$ cat src/rtl/adder_pkg.sv
// Shared constants for the operand pair adder: parameter defaults and the
// FSM state encoding.
package adder_pkg;

  localparam int WIDTH_DEF = 8;
  localparam int CNT_W_DEF = 16;

  // FSM state encoding
  localparam logic [1:0] WAIT_A = 2'd0;  // waiting for the first operand
  localparam logic [1:0] WAIT_B = 2'd1;  // a captured, waiting for the second
  localparam logic [1:0] HOLD   = 2'd2;  // result presented, waiting for consumer

endpackage

$ cat src/rtl/adder_core.sv
// Purely combinational WIDTH-bit adder with carry-out; no state.
module adder_core #(
  parameter int WIDTH = 8
) (
  input  logic [WIDTH-1:0] a,
  input  logic [WIDTH-1:0] b,
  output logic [WIDTH-1:0] sum,
  output logic             carry
);

  // Zero-extend both operands so the extra bit catches the carry-out
  assign {carry, sum} = {1'b0, a} + {1'b0, b};

endmodule

$ cat src/rtl/operand_pair_adder.sv
// Collects two operands from a single valid/ready stream (a then b),
// presents {carry, a+b} on a valid/ready output and counts delivered results.
//
// Handshake semantics (both ports): a beat transfers on a rising clk edge
// where valid and ready are both high; valid never depends on ready, and
// a presented result (out_sum/out_carry) stays stable until it transfers.
module operand_pair_adder
  import adder_pkg::*;
#(
  parameter int WIDTH = WIDTH_DEF,
  parameter int CNT_W = CNT_W_DEF
) (
  input  logic             clk,
  input  logic             rst_n,
  input  logic             clear,
  input  logic             in_valid,
  output logic             in_ready,
  input  logic [WIDTH-1:0] in_data,
  output logic             out_valid,
  input  logic             out_ready,
  output logic [WIDTH-1:0] out_sum,
  output logic             out_carry,
  output logic [CNT_W-1:0] pair_count,
  output logic [1:0]       dbg_state
);

  logic [1:0]       state;
  logic [1:0]       state_nxt;
  logic [WIDTH-1:0] a_q;
  logic [WIDTH-1:0] core_sum;
  logic             core_carry;
  logic             in_xfer;
  logic             out_xfer;

  assign in_xfer   = in_valid & in_ready;
  assign out_xfer  = out_valid & out_ready;
  assign dbg_state = state;

  adder_core #(
    .WIDTH (WIDTH)
  ) u_core (
    .a     (a_q),
    .b     (in_data),
    .sum   (core_sum),
    .carry (core_carry)
  );

  // Next-state logic; clear wins over any simultaneous handshake
  always_comb begin
    state_nxt = state;
    if (clear) begin
      state_nxt = WAIT_A;
    end else begin
      case (state)
        WAIT_A:  if (in_xfer)  state_nxt = WAIT_B;
        WAIT_B:  if (in_xfer)  state_nxt = HOLD;
        HOLD:    if (out_xfer) state_nxt = WAIT_A;
        default:               state_nxt = WAIT_A;
      endcase
    end
  end

  // State plus registered handshake outputs; both are low during reset, so
  // in_ready only rises on the first edge after rst_n is released
  always_ff @(posedge clk or negedge rst_n) begin
    if (!rst_n) begin
      state     <= WAIT_A;
      in_ready  <= 1'b0;
      out_valid <= 1'b0;
    end else begin
      state     <= state_nxt;
      in_ready  <= (state_nxt != HOLD);
      out_valid <= (state_nxt == HOLD);
    end
  end

  // Operand and result capture; out_sum/out_carry keep their value outside HOLD
  always_ff @(posedge clk or negedge rst_n) begin
    if (!rst_n) begin
      a_q       <= '0;
      out_sum   <= '0;
      out_carry <= 1'b0;
    end else if (!clear && in_xfer) begin
      if (state == WAIT_A) begin
        a_q <= in_data;
      end else if (state == WAIT_B) begin
        out_sum   <= core_sum;
        out_carry <= core_carry;
      end
    end
  end

  // Delivered-result counter; wraps naturally, frozen by clear
  always_ff @(posedge clk or negedge rst_n) begin
    if (!rst_n) begin
      pair_count <= '0;
    end else if (!clear && (state == HOLD) && out_xfer) begin
      pair_count <= pair_count + CNT_W'(1);
    end
  end

endmodule

$ cat config.mk
export PLATFORM = sky130hd
export DESIGN_NAME = operand_pair_adder
export DESIGN_NICKNAME = d
export VERILOG_FILES = /design/src/rtl/adder_pkg.sv /design/src/rtl/adder_core.sv /design/src/rtl/operand_pair_adder.sv
export SDC_FILE = /design/constraint.sdc
export NUM_CORES = 1
export LEC_CHECK = 0
export CORE_AREA = 5 5 71 73
export CTS_CLUSTER_DIAMETER = 120
export DETAILED_ROUTE_END_ITERATION = 6
export DIE_AREA = 0 0 76 78
export PLACE_DENSITY = 0.83
export SYNTH_ARGS = -nofsm -noshare
export SYNTH_HDL_FRONTEND = slang
export SYNTH_HIERARCHICAL = 1
export SYNTH_SLANG_ARGS = --single-unit
$ cat constraint.sdc
create_clock -name clk -period 1.7 [get_ports clk]
set_input_delay 0.255 -clock clk [delete_from_list [all_inputs] [get_ports clk]]
set_output_delay 0.255 -clock clk [all_outputs]
set_load 0.01 [all_outputs]
======== Word level (Yosys, flattened, before mapping) ========
Index checks and enable logic that the tools add are counted.
Widths: inputs -> output; s select.
word-level totals
  flip-flop bits (word level) ............. 37
cells by class
  add/subtract/negate cells ............... 2
  eq/ne operators ......................... 4
  mux-type cells .......................... 5
  bitwise logic cells ..................... 3
  reduce and logical (&&, ||, !) cells .... 7
operators with widths
  kind                   count
  $add 16x1->16 const B  1
  $add 8x8->9            1
  $mux 2                 4
  $pmux 2 s3             1
  $eq 2x2->1 const B     2
  $logic_and 1x1->1      3
  $reduce_and 3->1       1
  $and 1x1->1            2
  $eq 2x1->1 const B     1
  $logic_not 2->1        1
  $ne 2x2->1 const B     1
  $reduce_and 2->1       1
  $logic_not 1->1        1
  $not 1->1              1

======== Logic depth before layout (Yosys ltp) ========
Gate-level depths: netlist (run 1).
  depth after elaboration ................. 5
  mapped depth ............................ 7
  depth with buffers taken out ............ 7

======== Cells and area by module ========
Netlist (run 1), hierarchy kept.
by module, submodules not included
  module              instances  cells an instance  area each (um2)
  operand_pair_adder  1          118                1549.0
  adder_core          1          42                 324.1

======== Worst setup path after synthesis (run 1) ========
OpenSTA, ideal clock, no wires.
  path kind ............................... reg2reg
  start ................................... reg a_q[0]
  end ..................................... reg out_carry
  setup time .............................. 125 ps
  arrival ................................. 1657 ps
  setup slack ............................. -82 ps
  stages on the path, launching flop included .. 8
  buffers on the path ..................... 0
  period minus slack after synthesis ...... 1782 ps
  cell sequence ........................... dfrtp_1 -> ha_1 -> fa_1 -> a21oi_1 -> nor2_1 -> nor2_1 -> o21ai_0 -> mux2_2
between the ends
  cells in the longest elaborated chain, start to end .. 1
RTL lines
  item                    line                      source
  from (decl)             operand_pair_adder.sv:29  logic [WIDTH-1:0] a_q;
  from (signal assigned)  operand_pair_adder.sv:85  a_q <= in_data;
  $add 8x8->9             adder_core.sv:12          assign {carry, sum} = {1'b0, a} + {1'b0, b};
  via core_carry          operand_pair_adder.sv:31  logic core_carry;
  to (signal assigned)    operand_pair_adder.sv:88  out_carry <= core_carry;
  to (decl)               operand_pair_adder.sv:22  output logic out_carry,
The timed path passes the listed nets, and every way through them passes these cells.
A chain may end at the register's enable or synchronous reset.

======== Worst setup path after layout (run 1) ========
  start ................................... in in_data[5]
  end ..................................... reg out_sum[5]
between the ends
  cells in the longest elaborated chain, start to end .. 1
RTL lines
  item                  line                      source
  from (decl)           operand_pair_adder.sv:18  input logic [WIDTH-1:0] in_data,
  $add 8x8->9           adder_core.sv:12
  via core_sum[5]       operand_pair_adder.sv:30  logic [WIDTH-1:0] core_sum;
  to (signal assigned)  operand_pair_adder.sv:87  out_sum <= core_sum;
  to (decl)             operand_pair_adder.sv:21  output logic [WIDTH-1:0] out_sum,
The timed path passes the listed nets, and every way through them passes these cells.

==> impl_metrics.env, run 1 <==
export IMPL_synth_area_top_cells="dfrtp_1 (49%), mux2_2 (10%), ha_1 (6.0%)"
export IMPL_violations="setup timing"
export IMPL_setup_viol=6
export IMPL_clock_sink_count=37
export IMPL_cts_tree="done"
export IMPL_critPathMaxFanout=5
export IMPL_skew_ns=0.00400
export IMPL_min_period_over_period_pct=105
export IMPL_wire_per_inst_microns=15.2
export IMPL_status="finished, violations left"
export IMPL_min_period_ns=1.79
export IMPL_cap_violations=0
export IMPL_rows=24
export IMPL_yosysTopAreaCellShare_pct=49.4
export IMPL_maxSlewViolCount=0
export IMPL_final_hold_viol_count=0
export IMPL_grt_total_usage_pct=15.5
export IMPL_required_ns=1.88
export IMPL_fillCellCount=336
export IMPL_synth_top_area_cell="dfrtp_1"
export IMPL_die_h_microns=78
export IMPL_synth_edff_count=0
export IMPL_nNetsFinal=252
export IMPL_drc=0
export IMPL_drt_first_iter_violations=59
export IMPL_cts_root_buffer="clkbuf_8"
export IMPL_syn_to_final_growth_pct=48.5
export IMPL_power_mw=3.33
export IMPL_die_w_microns=76
export IMPL_relSlewSlack_pct=68.9
export IMPL_max_freq_ghz=0.560
export IMPL_critPathArrivalTime_ns=1.97
export IMPL_die_area_sq_um=5930
export IMPL_grt_remaining_overflow=0
export IMPL_drtPass1Iterations=4
export IMPL_clkTransAtPathRegs_ns=0.07
export IMPL_grt_pass1_wl_microns=7490
export IMPL_finalNonFillerCells=282
export IMPL_ant_nets=0
export IMPL_vias=1495
export IMPL_whs_path_depth=2
export IMPL_r2r_start="a_q[1]$_DFFE_PN0P_"
export IMPL_hpwl_microns=3050
export IMPL_coreArea_sq_um=4290
export IMPL_finalWirelength_microns=4300
export IMPL_ys_types=34
export IMPL_r2r_setup_slack_ns=-0.06
export IMPL_worstMarginPinSlew_ns=0.466
export IMPL_power_density_nw_per_um2=1200
export IMPL_portBuffers=41
export IMPL_ys_flop_type="dfrtp_1"
export IMPL_grt_pass1_vias=1618
export IMPL_worst_r2r_path_depth=6
export IMPL_ys_async_sr_fraction_pct=100
export IMPL_antenna_found_initial=0
export IMPL_cts_buffers=5
export IMPL_routabilityCongestion=0.844
export IMPL_worst_slack_ns=-0.0856
export IMPL_syn_nets=183
export IMPL_rsz0062_at_grt="true"
export IMPL_initial_core_util_pct=43.6
export IMPL_ys_seq_elements=37
export IMPL_start_kind="input port"
export IMPL_hold_end="a_q[0]$_DFFE_PN0P_"
export IMPL_ys_seq_area_share_pct=49.4
export IMPL_p_leak_nw=1.30
export IMPL_ir_drop_mv=0.607
export IMPL_antenna_cells=0
export IMPL_postCtsHoldBufs=0
export IMPL_hold_start="in_data[0]"
export IMPL_synthCells=160
export IMPL_hp_class="in -> reg"
export IMPL_critPathKind="in -> reg"
export IMPL_io_pins=42
export IMPL_clk_latency_ns=0.29
export IMPL_grt_max_degree=38
export IMPL_reg2reg_to="out_sum[5]$_DFFE_PN0P_"
export IMPL_avgSynthCellArea_sq_um=11.7
export IMPL_worst_setup_path_end_kind="flip-flop"
export IMPL_vias_per_cell=5.30
export IMPL_syn_cell_area_sq_um=1870
export IMPL_ys_warnings_count=6
export IMPL_cts_buffer_depth=2
export IMPL_drive_above_1_share_pct=31.7
export IMPL_dpl_cell_count=272
export IMPL_htreeDepth=2
[metal layers]
| metal | vias to the layer above | GRT usage [%] | routed length, microns |
|---|---|---|---|
| met2 | 31 | 26.5 | 2170 |
| met4 | 0 | 9.25 | 139 |
| li1 | 708 | - | - |
| met1 | 745 | 17.8 | 1840 |
| met5 | - | 0 | 0 |
| met3 | 11 | 3.36 | 146 |
[synth_stat cells (all sizes together), types with 3 or more instances]
library cell / n
a21oi: 5
nand2: 13
ha: 9
nor2: 6
inv: 6
dfrtp: 37
nor3: 8
xor2: 11
nand4: 4
xnor2: 9
a21o: 4
mux2: 17
buf: 3
nand3: 8
[power breakdown]
group          total (mW)  switching [mW]  internal [mW]
sequential           1.20           0.130           1.07
clock               0.793           0.315          0.478
combinational        1.34           0.547          0.794
total                3.33           0.992           2.34
[how the worst max path moves through the flow]
| stage | startpoint | to | slack, ns | cells after the start |
|---|---|---|---|---|
| floorplan | a_q[0]$_DFFE_PN0P_ | out_carry$_DFFE_PN0P_ | -0.01 | 7 |
| global placement | in_data[0] | out_carry$_DFFE_PN0P_ | -0.40 | 8 |
| detailed placement | in_data[0] | out_carry$_DFFE_PN0P_ | -0.45 | 8 |
| CTS | a_q[0]$_DFFE_PN0P_ | out_carry$_DFFE_PN0P_ | -0.09 | 7 |
| global route | a_q[4]$_DFFE_PN0P_ | out_sum[7]$_DFFE_PN0P_ | -0.16 | 6 |
| finish | in_data[5] | out_sum[5]$_DFFE_PN0P_ | -0.09 | 6 |
[stage by stage]
stage          TNS, ns  setup WS [ns]  cell area, sq um  utilization (%)  hold WS, ns
2_1_floorplan  -0.0114        -0.0114              1930                -      -0.0406
4_1_cts         -0.294        -0.0901              2700             62.9        0.389
3_3_place_gp     -8.29         -0.404              2550             59.4        0.462
3_5_place_dp     -9.01         -0.447              2550             59.4        0.470
5_1_grt         -0.682         -0.156              2780             64.8        0.264
6_report        -0.278        -0.0856              2780             64.8        0.246
[what timing repair did]
item | 4_1_cts | 5_1_grt
pin swaps | 8 | 11
gates resized for setup | 11 | 15
setup buffers | 0 | 2
setup endpoints to repair | 19 | 10
[registers in the layout, indices dropped and copies added, names as in the netlist]
name / flops
pair_count: 16
in_ready: 1
out_carry: 1
out_valid: 1
out_sum: 8
a_q: 8
dbg_state: 2
[worst max-delay path, stage by stage]
cell and delay [ns]:
clkdlybuf4s50_1 0.46, ha_4 0.32, inv_2 0.05, a311o_1 0.36, a311o_1 0.26, mux2_2 0.26
[area by class of cell]
cell class	instances	area (sq um)	area share (%)
inverter	6	22.5	0.810
sequential	37	926	33.3
timing repair buffer	65	597	21.5
clock buffer	7	86.3	3.10
clock inverter	1	30.0	1.08
multi-input combinational	114	1050	37.9
tap	52	65.1	2.34
[layout by cell type (no fill, tap or decap), drive strengths merged, types with 2 or more instances in the layout]
cell type,netlist,final
nand2,13,13
nor2b,2,2
dlymetal6s2s,0,3
clkdlybuf4s50,0,37
inv,6,6
nor3,8,8
xor2,11,11
ha,9,9
nand4,4,4
and4,2,2
a311o,2,2
buf,3,24
mux2,17,17
nor2,6,6
nor4,2,2
clkbuf,0,7
nand3,8,8
or3,2,2
xnor2,9,9
a21o,4,4
dfrtp,37,37
a21oi,5,5
[logic make-up after synthesis]
| family | synth area share, % |
|---|---|
| buf+inv | 2.34 |
| flops | 49.4 |
| fa+ha+maj | 7.08 |
| compound gates | 5.61 |
| simple gates | 15.4 |
| mux | 10.8 |
| xor+xnor | 9.35 |
Note: power is estimated with default switching activity, not from simulation.
==> inputs of run 2 (changes only) <==
- CAP_MARGIN: unset -> 20
- CTS_CLUSTER_SIZE: unset -> 40
==> results of run 2 <==
The final DEF is identical to that of run 1; final timing and power are the same.
==> inputs of run 3 (changes only) <==
- DONT_BUFFER_PORTS: unset -> 1
- PLACE_DENSITY: 0.83 -> 0.69
==> impl_metrics.env, run 3 (same netlist as run 1, synthesis figures left out) <==
export IMPL_ant_nets=0
export IMPL_post_route_util_pct=55.1
export IMPL_final_cell_mix="dfrtp_1 (37), buf_4 (22), nand2_1 (13), mux2_2 (13), xor2_1 (11)"
export IMPL_vias=1307
export IMPL_hpwl_microns=3040
export IMPL_largest_reg_flops=16
export IMPL_worstMarginPinSlew_ns=0.335
export IMPL_grt_pass1_vias=1458
export IMPL_clkTransAtPathRegs_ns=0.07
export IMPL_io_pins=42
export IMPL_critPathArrivalTime_ns=1.92
export IMPL_syn_to_final_growth_pct=26.3
export IMPL_pre_cts_ws_ns=-0.140
export IMPL_dr_wl_met2_microns=2080
export IMPL_met1_length_microns=1720
export IMPL_status="finished, violations left"
export IMPL_slowest_delay_ns=0.42
export IMPL_critPathMaxFanout=5
export IMPL_routabilityCongestion=0.805
export IMPL_cts_tree="done"
export IMPL_ir_drop_mv=0.445
export IMPL_nNetsFinal=211
export IMPL_cap_violations=0
export IMPL_final_common_cell="dfrtp_1"
export IMPL_crit_path_cell_trace="ha_4, inv_2, a311o_1, a311o_1, mux2_4"
export IMPL_cts_buffer_depth=2
export IMPL_post_route_cell_area_sq_um=2370
export IMPL_portBuffers=0
export IMPL_grt_remaining_overflow=0
export IMPL_grt_pass1_wl_microns=7040
export IMPL_placed_cell_area_sq_um=2110
export IMPL_required_ns=1.87
export IMPL_grt_max_degree=38
export IMPL_die_w_microns=76
export IMPL_drive_above_1_share_pct=38.3
export IMPL_relSlewSlack_pct=77.1
export IMPL_rows=24
export IMPL_top_register="pair_count"
export IMPL_vias_per_cell=5.45
export IMPL_p_leak_nw=1.12
export IMPL_finalWirelength_microns=4130
export IMPL_top_layer="met4"
export IMPL_htreeDepth=2
export IMPL_rsz0062_at_grt="true"
export IMPL_start_kind="flip-flop"
export IMPL_biggestRegsByFlops="pair_count x16, a_q x8, out_sum x8"
export IMPL_hp_class="in -> reg"
export IMPL_final_hold_viol_count=0
export IMPL_die_area_sq_um=5930
export IMPL_worst_r2r_path_depth=5
export IMPL_clk_latency_ns=0.28
export IMPL_antenna_found_initial=0
export IMPL_cts_buffers=5
export IMPL_drc=0
export IMPL_met3_length_microns=222
export IMPL_setup_viol=5
export IMPL_coreArea_sq_um=4290
export IMPL_clock_sink_count=37
export IMPL_tns_ns=-0.112
export IMPL_worst_slack_ns=-0.0483
export IMPL_wire_per_inst_microns=17.2
export IMPL_critPathKind="reg -> reg"
export IMPL_maxSlewViolCount=0
export IMPL_min_period_over_period_pct=103
export IMPL_antenna_cells=0
export IMPL_skew_ns=0.00417
export IMPL_worst_setup_path_end_kind="flip-flop"
export IMPL_path_common_cell="a311o_1"
export IMPL_grt_total_usage_pct=14.7
export IMPL_violations="setup timing"
export IMPL_initial_core_util_pct=43.6
export IMPL_max_freq_ghz=0.572
export IMPL_power_density_nw_per_um2=1260
export IMPL_whs_path_depth=1
export IMPL_drt_first_iter_violations=66
export IMPL_slowest_stage="dfrtp_1"
export IMPL_min_period_ns=1.75
export IMPL_cts_root_buffer="clkbuf_8"
export IMPL_die_h_microns=78
export IMPL_drtPass1Iterations=5
run 3: metrics by stage:
stage	hold slack, ns	std cells	power [mW]
2_1_floorplan	-0.0406	160	1.86
3_3_place_gp	-0.0396	227	2.05
3_5_place_dp	-0.0398	227	2.11
4_1_cts	0.0278	240	2.94
5_1_grt	0.0232	240	3.17
6_report	0.0374	240	2.97
run 3: critical path, delay by kind of cell, from the launching register on:
family	cells	cell delay, ns
AO/OA/AOI/OAI	2	0.61
adder cells (fa/ha/maj)	1	0.31
buffers and inverters	1	0.05
flip-flops	1	0.42
multiplexers	1	0.26
run 3: repair_timing:
| action | CTS | global route |
|---|---|---|
| endpoints found under the setup margin | 10 | 14 |
| hold buffers | 2 | 0 |
| setup buffers | 4 | 0 |
| resized for setup | 6 | 14 |
| pin swaps | 10 | 6 |
| hold endpoints to repair | 37 | 0 |
run 3: power breakdown:
group          internal [mW]  switching [mW]  total [mW]
Clock                  0.426           0.296       0.722
Combinational          0.560           0.426       0.986
Sequential              1.07           0.195        1.26
run 3: path summary, 6_finish.rpt:
check	startpoint	end	slack [ns]
min reg2reg	a_q[7]$_DFFE_PN0P_	a_q[7]$_DFFE_PN0P_	0.52
min	clear	dbg_state[0]$_DFF_PN0_	0.04
min in group asynchronous	rst_n	out_sum[7]$_DFFE_PN0P_	0.41
max in group asynchronous	rst_n	a_q[4]$_DFFE_PN0P_	1.10
max reg2reg	a_q[5]$_DFFE_PN0P_	out_sum[5]$_DFFE_PN0P_	-0.05
max	a_q[5]$_DFFE_PN0P_	out_sum[5]$_DFFE_PN0P_	-0.05
run 3: cell type report:
class	count	area (sq um)
multi-input cells	114	1050
inverters	6	22.5
flip-flops and latches	37	926
clock buffers	5	68.8
fillers	370	1930
clock inverters	2	35.0
repair buffers	24	195
well taps	52	65.1
run 3: per-layer routing:
metal | global-route usage [%] | vias to the layer above
met3 | 5.32 | 8
met4 | 6.23 | 0
met5 | 0 | -
met1 | 16.9 | 643
met2 | 24.8 | 38
li1 | - | 618
